## src/rtl/lcd_pkg.sv

```systemverilog
// Shared constants, types and address helpers for the HD44780-style bus responder.
// The display model keeps 2 lines x 16 visible cells out of the 2 x 40 DDRAM map.
package lcd_pkg;

    localparam int DEFAULT_BUSY_CYCLES       = 2000;
    localparam int DEFAULT_CLEAR_BUSY_CYCLES = 82000;
    localparam int NUM_CELLS                 = 32;

    localparam logic [7:0] SPACE_CHAR = 8'h20;

    localparam logic [6:0] LINE0_BASE = 7'h00;
    localparam logic [6:0] LINE0_END  = 7'h27;
    localparam logic [6:0] LINE1_BASE = 7'h40;
    localparam logic [6:0] LINE1_END  = 7'h67;

    localparam logic [7:0] OP_SET_DDRAM    = 8'h80;
    localparam logic [7:0] OP_SET_CGRAM    = 8'h40;
    localparam logic [7:0] OP_FUNCTION_SET = 8'h20;
    localparam logic [7:0] OP_SHIFT        = 8'h10;
    localparam logic [7:0] OP_DISPLAY_CTRL = 8'h08;
    localparam logic [7:0] OP_ENTRY_MODE   = 8'h04;
    localparam logic [7:0] OP_RETURN_HOME  = 8'h02;
    localparam logic [7:0] OP_CLEAR        = 8'h01;

    typedef enum logic [1:0] {
        IDLE,
        CLEAR_SWEEP,
        BUSY_WAIT
    } lcd_state_t;

    typedef enum logic [3:0] {
        CMD_NONE,
        CMD_CLEAR,
        CMD_HOME,
        CMD_ENTRY,
        CMD_DISPLAY,
        CMD_SHIFT,
        CMD_FUNCTION,
        CMD_CGRAM,
        CMD_SET_DDRAM
    } lcd_cmd_t;

    typedef struct packed {
        logic       valid;
        logic [4:0] index;
    } cell_ref_t;

    // The highest set bit selects the instruction.
    function automatic lcd_cmd_t decode_cmd(input logic [7:0] op);
        if ((op & OP_SET_DDRAM) != 8'h00)         return CMD_SET_DDRAM;
        else if ((op & OP_SET_CGRAM) != 8'h00)    return CMD_CGRAM;
        else if ((op & OP_FUNCTION_SET) != 8'h00) return CMD_FUNCTION;
        else if ((op & OP_SHIFT) != 8'h00)        return CMD_SHIFT;
        else if ((op & OP_DISPLAY_CTRL) != 8'h00) return CMD_DISPLAY;
        else if ((op & OP_ENTRY_MODE) != 8'h00)   return CMD_ENTRY;
        else if ((op & OP_RETURN_HOME) != 8'h00)  return CMD_HOME;
        else if ((op & OP_CLEAR) != 8'h00)        return CMD_CLEAR;
        else                                      return CMD_NONE;
    endfunction

    function automatic logic [6:0] fold_addr(input logic [6:0] a);
        if (a <= LINE0_END)     return a;
        else if (a < LINE1_BASE) return LINE0_BASE;
        else if (a <= LINE1_END) return a;
        else                     return LINE1_BASE;
    endfunction

    function automatic logic [6:0] step_addr(input logic [6:0] a, input logic inc);
        if (inc) begin
            if (a == LINE0_END) return LINE1_BASE;
            if (a == LINE1_END) return LINE0_BASE;
            return a + 7'd1;
        end
        if (a == LINE0_BASE) return LINE1_END;
        if (a == LINE1_BASE) return LINE0_END;
        return a - 7'd1;
    endfunction

    function automatic cell_ref_t map_cell(input logic [6:0] a);
        cell_ref_t r;
        r.valid = (a[6:4] == 3'b000) || (a[6:4] == 3'b100);
        r.index = {a[6], a[3:0]};
        return r;
    endfunction

endpackage

```

## src/rtl/lcd_in_sync.sv

```systemverilog
// Enable-strobe synchronizer and commit detector. A commit fires on the falling
// edge of the synchronized strobe, but only for a strobe that rose after reset.
module lcd_in_sync (
    input  logic clk,
    input  logic rst_n,
    input  logic lcd_en,
    output logic en_sync,
    output logic en_fall
);

    logic en_meta;
    logic en_d;
    logic live;
    logic armed;
    logic open;

    // NOTE: state registers use non-blocking assignments so every flop samples pre-edge values.
    always_ff @(posedge clk or negedge rst_n) begin
        if (!rst_n) begin
            en_meta <= 1'b0;
            en_sync <= 1'b0;
            en_d    <= 1'b0;
            live    <= 1'b0;
            armed   <= 1'b0;
            open    <= 1'b0;
        end else begin
            en_meta <= lcd_en;
            en_sync <= en_meta;
            en_d    <= en_sync;
            live    <= 1'b1;
            // A strobe only counts once a genuine low has been seen after reset.
            if (live && !en_meta)
                armed <= 1'b1;
            if (en_sync && !en_d && armed)
                open <= 1'b1;
            else if (en_fall)
                open <= 1'b0;
        end
    end

    assign en_fall = en_d && !en_sync && open;

endmodule

```

## src/rtl/lcd_bus_responder.sv

```systemverilog
// HD44780-style bus target: decodes committed transactions, keeps the visible
// character cells, address counter and busy timing, and answers read strobes.
module lcd_bus_responder
    import lcd_pkg::*;
#(
    parameter int BUSY_CYCLES       = DEFAULT_BUSY_CYCLES,
    parameter int CLEAR_BUSY_CYCLES = DEFAULT_CLEAR_BUSY_CYCLES
) (
    input  logic       clk,
    input  logic       rst_n,
    input  logic       lcd_en,
    input  logic       lcd_rs,
    input  logic       lcd_rw,
    input  logic [7:0] lcd_data_in,
    output logic [7:0] lcd_data_out,
    output logic       lcd_data_oe,
    input  logic [4:0] disp_addr,
    output logic [7:0] disp_char,
    output logic       display_on,
    output logic       busy,
    output logic       cmd_err
);

    localparam int CNT_W = $clog2(CLEAR_BUSY_CYCLES + 1);

    logic             en_sync;
    logic             en_fall;
    logic             rs_q;
    logic             rw_q;
    logic [7:0]       data_q;
    logic [6:0]       ac_q;
    logic             inc_q;
    logic [CNT_W-1:0] busy_cnt;
    logic [4:0]       sweep_idx;
    logic [7:0]       cells [NUM_CELLS];
    lcd_state_t       state_q;
    lcd_state_t       state_d;
    lcd_cmd_t         cmd;
    cell_ref_t        cur_cell;
    logic             accept;
    logic             reject;
    logic             start_write;
    logic             start_clear;

    lcd_in_sync u_in_sync (
        .clk     (clk),
        .rst_n   (rst_n),
        .lcd_en  (lcd_en),
        .en_sync (en_sync),
        .en_fall (en_fall)
    );

    assign busy        = (busy_cnt != '0);
    assign cmd         = decode_cmd(data_q);
    assign cur_cell    = map_cell(ac_q);
    // Status reads never change state, so only writes and data reads are gated by busy.
    assign accept      = en_fall && !busy && (!rw_q || rs_q);
    assign reject      = en_fall &&  busy && (!rw_q || rs_q);
    assign start_write = accept && !rw_q;
    assign start_clear = start_write && !rs_q && (cmd == CMD_CLEAR);

    always_ff @(posedge clk or negedge rst_n) begin
        if (!rst_n) state_q <= IDLE;
        else        state_q <= state_d;
    end

    // NOTE: every always_comb output gets a default first so no latch is inferred.
    always_comb begin
        state_d = state_q;
        case (state_q)
            IDLE: begin
                if (start_clear)      state_d = CLEAR_SWEEP;
                else if (start_write) state_d = BUSY_WAIT;
            end
            CLEAR_SWEEP: begin
                if (sweep_idx == 5'(NUM_CELLS - 1)) state_d = BUSY_WAIT;
            end
            BUSY_WAIT: begin
                if (busy_cnt <= CNT_W'(1)) state_d = IDLE;
            end
            default: state_d = IDLE;
        endcase
    end

    always_ff @(posedge clk or negedge rst_n) begin
        if (!rst_n) begin
            busy_cnt  <= '0;
            sweep_idx <= '0;
        end else begin
            if (start_write)
                busy_cnt <= start_clear ? CNT_W'(CLEAR_BUSY_CYCLES) : CNT_W'(BUSY_CYCLES);
            else if (busy)
                busy_cnt <= busy_cnt - CNT_W'(1);
            if (start_clear)
                sweep_idx <= '0;
            else if (state_q == CLEAR_SWEEP)
                sweep_idx <= sweep_idx + 5'd1;
        end
    end

    // NOTE: the cell array is plain flops, so it resets with everything else to the blank display.
    always_ff @(posedge clk or negedge rst_n) begin
        if (!rst_n) begin
            for (int i = 0; i < NUM_CELLS; i++)
                cells[i] <= SPACE_CHAR;
        end else if (state_q == CLEAR_SWEEP) begin
            cells[sweep_idx] <= SPACE_CHAR;
        end else if (start_write && rs_q && cur_cell.valid) begin
            cells[cur_cell.index] <= data_q;
        end
    end

    always_ff @(posedge clk or negedge rst_n) begin
        if (!rst_n) begin
            rs_q       <= 1'b0;
            rw_q       <= 1'b0;
            data_q     <= 8'h00;
            ac_q       <= LINE0_BASE;
            inc_q      <= 1'b1;
            display_on <= 1'b0;
            cmd_err    <= 1'b0;
            disp_char  <= SPACE_CHAR;
        end else begin
            cmd_err   <= reject;
            disp_char <= cells[disp_addr];
            if (en_sync) begin
                rs_q   <= lcd_rs;
                rw_q   <= lcd_rw;
                data_q <= lcd_data_in;
            end
            if (accept) begin
                if (rs_q) begin
                    ac_q <= step_addr(ac_q, inc_q);
                end else begin
                    case (cmd)
                        CMD_SET_DDRAM: ac_q <= fold_addr(data_q[6:0]);
                        CMD_SHIFT:     if (!data_q[3]) ac_q <= step_addr(ac_q, data_q[2]);
                        CMD_DISPLAY:   display_on <= data_q[2];
                        CMD_ENTRY:     inc_q <= data_q[1];
                        CMD_HOME:      ac_q <= LINE0_BASE;
                        CMD_CLEAR: begin
                            ac_q  <= LINE0_BASE;
                            inc_q <= 1'b1;
                        end
                        default: ;
                    endcase
                end
            end
        end
    end

    assign lcd_data_oe = en_sync && rw_q;

    always_comb begin
        lcd_data_out = 8'h00;
        if (lcd_data_oe) begin
            if (!rs_q)
                lcd_data_out = {busy, ac_q};
            else if (!busy)
                lcd_data_out = cur_cell.valid ? cells[cur_cell.index] : SPACE_CHAR;
        end
    end

endmodule

```

## config.mk

```make
export PLATFORM = sky130hd
export DESIGN_NAME = lcd_bus_responder
export DESIGN_NICKNAME = d
export VERILOG_FILES = /design/src/rtl/lcd_pkg.sv /design/src/rtl/lcd_in_sync.sv /design/src/rtl/lcd_bus_responder.sv
export SDC_FILE = /design/constraint.sdc
export NUM_CORES = 1
export LEC_CHECK = 0
export CORE_MARGIN = 4
export CORE_UTILIZATION = 25
export CTS_BUF_LIST = sky130_fd_sc_hd__clkbuf_2 sky130_fd_sc_hd__clkbuf_4 sky130_fd_sc_hd__clkbuf_8
export DETAILED_ROUTE_END_ITERATION = 16
export GPL_TIMING_DRIVEN = 0
export SLEW_MARGIN = 25
export SYNTH_ARGS = -nofsm -noshare
export SYNTH_HDL_FRONTEND = slang
export SYNTH_SLANG_ARGS = --single-unit
```

## constraint.sdc

```tcl
create_clock -name clk -period 6.4 [get_ports clk]
set_input_delay 0.96 -clock clk [delete_from_list [all_inputs] [get_ports clk]]
set_output_delay 0.96 -clock clk [all_outputs]
set_load 0.01 [all_outputs]
```

==> results of run 1 <==
==> Yosys cell counts, drive strengths merged (4+ instances only) <==
master | n | share of area (%)
and2 | 7 | 0.24
nor4 | 37 | 3.1
a21oi | 23 | 0.62
xnor2 | 9 | 0.43
o211ai | 8 | 0.33
a22oi | 9 | 0.37
xor2 | 9 | 0.43
mux4 | 137 | 17
mux2i | 13 | 0.71
and3 | 7 | 0.24
dfrtp | 280 | 38
and4 | 4 | 0.19
o21ai | 253 | 6.9
nand4 | 20 | 0.68
nand3 | 33 | 0.90
nor2b | 6 | 0.20
buf | 46 | 1.3
a31oi | 9 | 0.31
a211oi | 31 | 1.3
inv | 25 | 0.51
a221o | 4 | 0.22
nor3b | 7 | 0.29
clkbuf | 94 | 1.9
nor3 | 49 | 1.3
mux2 | 17 | 1.0
a21o | 4 | 0.16
nand3b | 5 | 0.20
or4 | 5 | 0.22
a22o | 11 | 0.52
a311oi | 4 | 0.19
dfstp | 34 | 4.8
ha | 13 | 0.88
nor2 | 95 | 1.9
o22a | 5 | 0.24
nand2 | 498 | 10
==> cell usage in the layout, fill, tap and decap left out, types with 17 or more instances in the layout <==
cell type        netlist  final
a211oi_1              31     31
a21oi_1               23     23
nand2_1              498    498
nor2_1                95     95
clkdlybuf4s50_1        0     31
clkbuf_4               0     29
nand4_1               20     20
nor4_4                16     21
nand3_1               33     33
o21ai_0              253    253
mux2_2                17     17
clkbuf_1              94     92
dfrtp_1              280    280
clkbuf_8               0     69
inv_1                 24     24
dfstp_2               34     34
nor3_1                49     49
mux4_2               137    137
buf_2                 16     21
==> cells by family (layout without fill, tap and decap cells) <==
| family | Yosys count | count (layout) |
|---|---|---|
| other | 1 | 4 |
| XOR/XNOR | 18 | 18 |
| flip-flops | 314 | 314 |
| AO/OA/AOI/OAI | 388 | 388 |
| multiplexers | 167 | 167 |
| buffers and inverters | 166 | 307 |
| AND/OR/NAND/NOR | 792 | 792 |
| adder cells (fa/ha/maj) | 13 | 13 |
==> per-layer routing <==
metal | vias up | track usage, % | part of all wire, %
li1 | 6926 | - | -
met3 | 231 | 5.88 | 12
met5 | - | 0 | 0.032
met2 | 1034 | 25.7 | 42
met1 | 8153 | 24.3 | 41
met4 | 4 | 8.15 | 5.2
==> worst max-delay path by stage <==
stage	from	to	slack [ps]
2_1_floorplan	busy_cnt[0]$_DFFE_PN0P_	lcd_data_out[5]	3190
3_3_place_gp	rst_n	cells[58]$_DFFE_PN0P_	-10090
3_5_place_dp	ac_q[1]$_DFFE_PN0P_	lcd_data_out[4]	1200
6_report	ac_q[1]$_DFFE_PN0P_	lcd_data_out[4]	300
4_1_cts	ac_q[1]$_DFFE_PN0P_	lcd_data_out[4]	470
5_1_grt	ac_q[1]$_DFFE_PN0P_	lcd_data_out[0]	320
==> stage by stage <==
step	TNS, ps	setup WS [ps]	util [%]	std cells
floorplan	0	3190	-	1859
global placement	-3006920	-10090	27.3	2850
detailed placement	0	1200	27.5	2853
CTS	0	470	29.1	2959
global route	0	319	29.2	2959
finish	0	296	29.2	2962
==> area by class of cell <==
class	instances	area share, %
antenna	3	0.0352
tap	959	5.63
sequential	314	37.1
inverter	26	0.458
timing repair buffer	35	1.91
clock inverter	8	0.235
clock buffer	98	5.48
multi-input combinational	1379	46.3
buffer	140	2.86
==> power breakdown <==
group	internal [mW]	total, mW	switching, mW
logic	0.202	0.731	0.529
clock network	1.14	2.05	0.913
registers	2.05	2.12	0.0668
total	3.40	4.90	1.51
==> registers in the layout (all words and copies together) (netlist names), 2 cells and up <==
name / count
data_q: 8
ac_q: 7
disp_char: 8
busy_cnt: 17
cells: 256
state_q: 2
sweep_idx: 5
==> impl_metrics.json, run 1 <==
{
  "via_per_inst": 5.52,
  "die_area_um2": 78100,
  "totalWireLength_mm": 71.0,
  "drc": 0,
  "ir_worst_vdd_mv": 0.129,
  "r2r_start": "ac_q[0]$_DFFE_PN0P_",
  "clkLatencyLatePin_ps": 680,
  "die_h_um": 279,
  "syn_avg_cell_area_um2": 9.91,
  "drtAntennaViolNets": 0,
  "h-tree-depth": 2,
  "leakage_nw": 8.26,
  "place_area_um2": 20000,
  "required_ps": 5440,
  "syn_area_um2": 18400,
  "crit_path_max_fanout": 10,
  "synthToLayoutAreaGrowth_pct": 15.7,
  "cap_violations": 0,
  "setup_violations": 0,
  "synth_cell_types": 74,
  "row_count": 99,
  "avgRoutedWirePerCell_um": 24.0,
  "post_cts_resized": 0,
  "min_path_type": "in -> async",
  "die_x_um": 279,
  "fmax_mhz": 164,
  "grt_max_degree": 89,
  "async_reset_ff_share_pct": 100,
  "start_kind": "register",
  "setup.worst_path.class": "reg -> out",
  "clockBufferDepth": 3,
  "path_cells": "clkbuf_1 > buf_1 > clkbuf_1 > mux4_2 > a22oi_1 > nand2_1 > nor2_1 > o21ai_0 > clkdlybuf4s50_1",
  "portBuffers": 32,
  "crit_arrival_ps": 5140,
  "tightest_slew_ps": 1180,
  "synth-adder-area-share_pct": 0.883,
  "cts_hold_buf": 0,
  "timing.hold.ws_ps": 252,
  "cp_top_family": "buffers and inverters",
  "grt_usage_pct": 17.8,
  "worst_path_max_delay_cell": "clkbuf_1",
  "period_minus_slack_ps": 6100,
  "grt_pass1_wl_mm": 105,
  "rsz0062_at_grt": "no",
  "post_route_cells_drive_above_1_share_pct": 19.2,
  "synthXorXnorAreaFrac_pct": 0.856,
  "ys_seq_elements": 314,
  "r2r_cells": 10,
  "worst_slew_margin_rel_pct": 21.6,
  "cts_setup_buffers": 0,
  "nets": 1984,
  "cts_buffers": 57,
  "synth_flop_cell": "dfrtp_1",
  "synth_mux_area_share_pct": 18.5,
  "cts.clk_slew.worst_paths_ps": 60,
  "ys_warn_count": 0,
  "syn-instance-count": 1859,
  "vias": 16300,
  "crit_buf_inv": 4,
  "synthSimpleGateAreaFrac_pct": 20.6,
  "cellPowerDensity_nw_per_um2": 230,
  "critPathCaptureType": "output pin",
  "outcome": "completed",
  "synth_compound_area_share_pct": 12.5,
  "drt_iter0_drc": 2410,
  "place_hpwl_mm": 50.6,
  "final-seq-area_um2": 7900,
  "synth_edf_count": 0,
  "slew_violations": 0,
  "multi_input_area_um2": 9880,
  "fin_area_um2": 21300,
  "gp_congestion": 0.965,
  "cts-root-buf": "clkbuf_8",
  "cts_tree": "built",
  "cts.sinks": 314,
  "power.total_mw": 4.90,
  "fin_crit_sh_pct": 95.4,
  "pin_count": 38,
  "finalClockSkew_ps": 36.6,
  "antenna_found_initial": 6,
  "syn_nets": 1890,
  "hold_viol": 0,
  "critPathMaxStageDelay_ps": 860,
  "grt_pass1_vias": 15700,
  "rrSetupSlack_ps": 1960,
  "synth_top_family_by_area": "simple AND/OR/NAND/NOR gates",
  "cp.depth": 9,
  "cpMostUsedCell": "clkbuf_1",
  "drt-pass1-iter-count": 6,
  "initial_utilization_pct": 25.3,
  "fillCellCount": 7602,
  "yosysSeqAreaShare_pct": 42.9,
  "core_um2": 73000,
  "r2r_end": "cells[25]$_DFFE_PN0P_",
  "overflow": 0
}
Power figures use the tool's default switching activity.
==> run 2, diff against run 1 <==
==> constraint.sdc (replaced) <==
create_clock -name clk -period 7.8 [get_ports clk]
set_input_delay 1.17 -clock clk [delete_from_list [all_inputs] [get_ports clk]]
set_output_delay 1.17 -clock clk [all_outputs]
set_load 0.01 [all_outputs]
==> results of run 2 <==
Same layout as run 1 (identical final DEF). Status: completed.
Among the figures that moved: setup slack after placement 1200 ps -> 2390 ps; clock-pin slew on the worst setup and hold paths 60 ps -> 50 ps; setup slack after layout 296 ps -> 1490 ps; hold slack 252 ps -> 371 ps; register-to-register setup slack 1960 ps -> 3360 ps; total power 4.90 mW -> 4.02 mW; worst IR drop on VDD 0.129 mV -> 0.105 mV
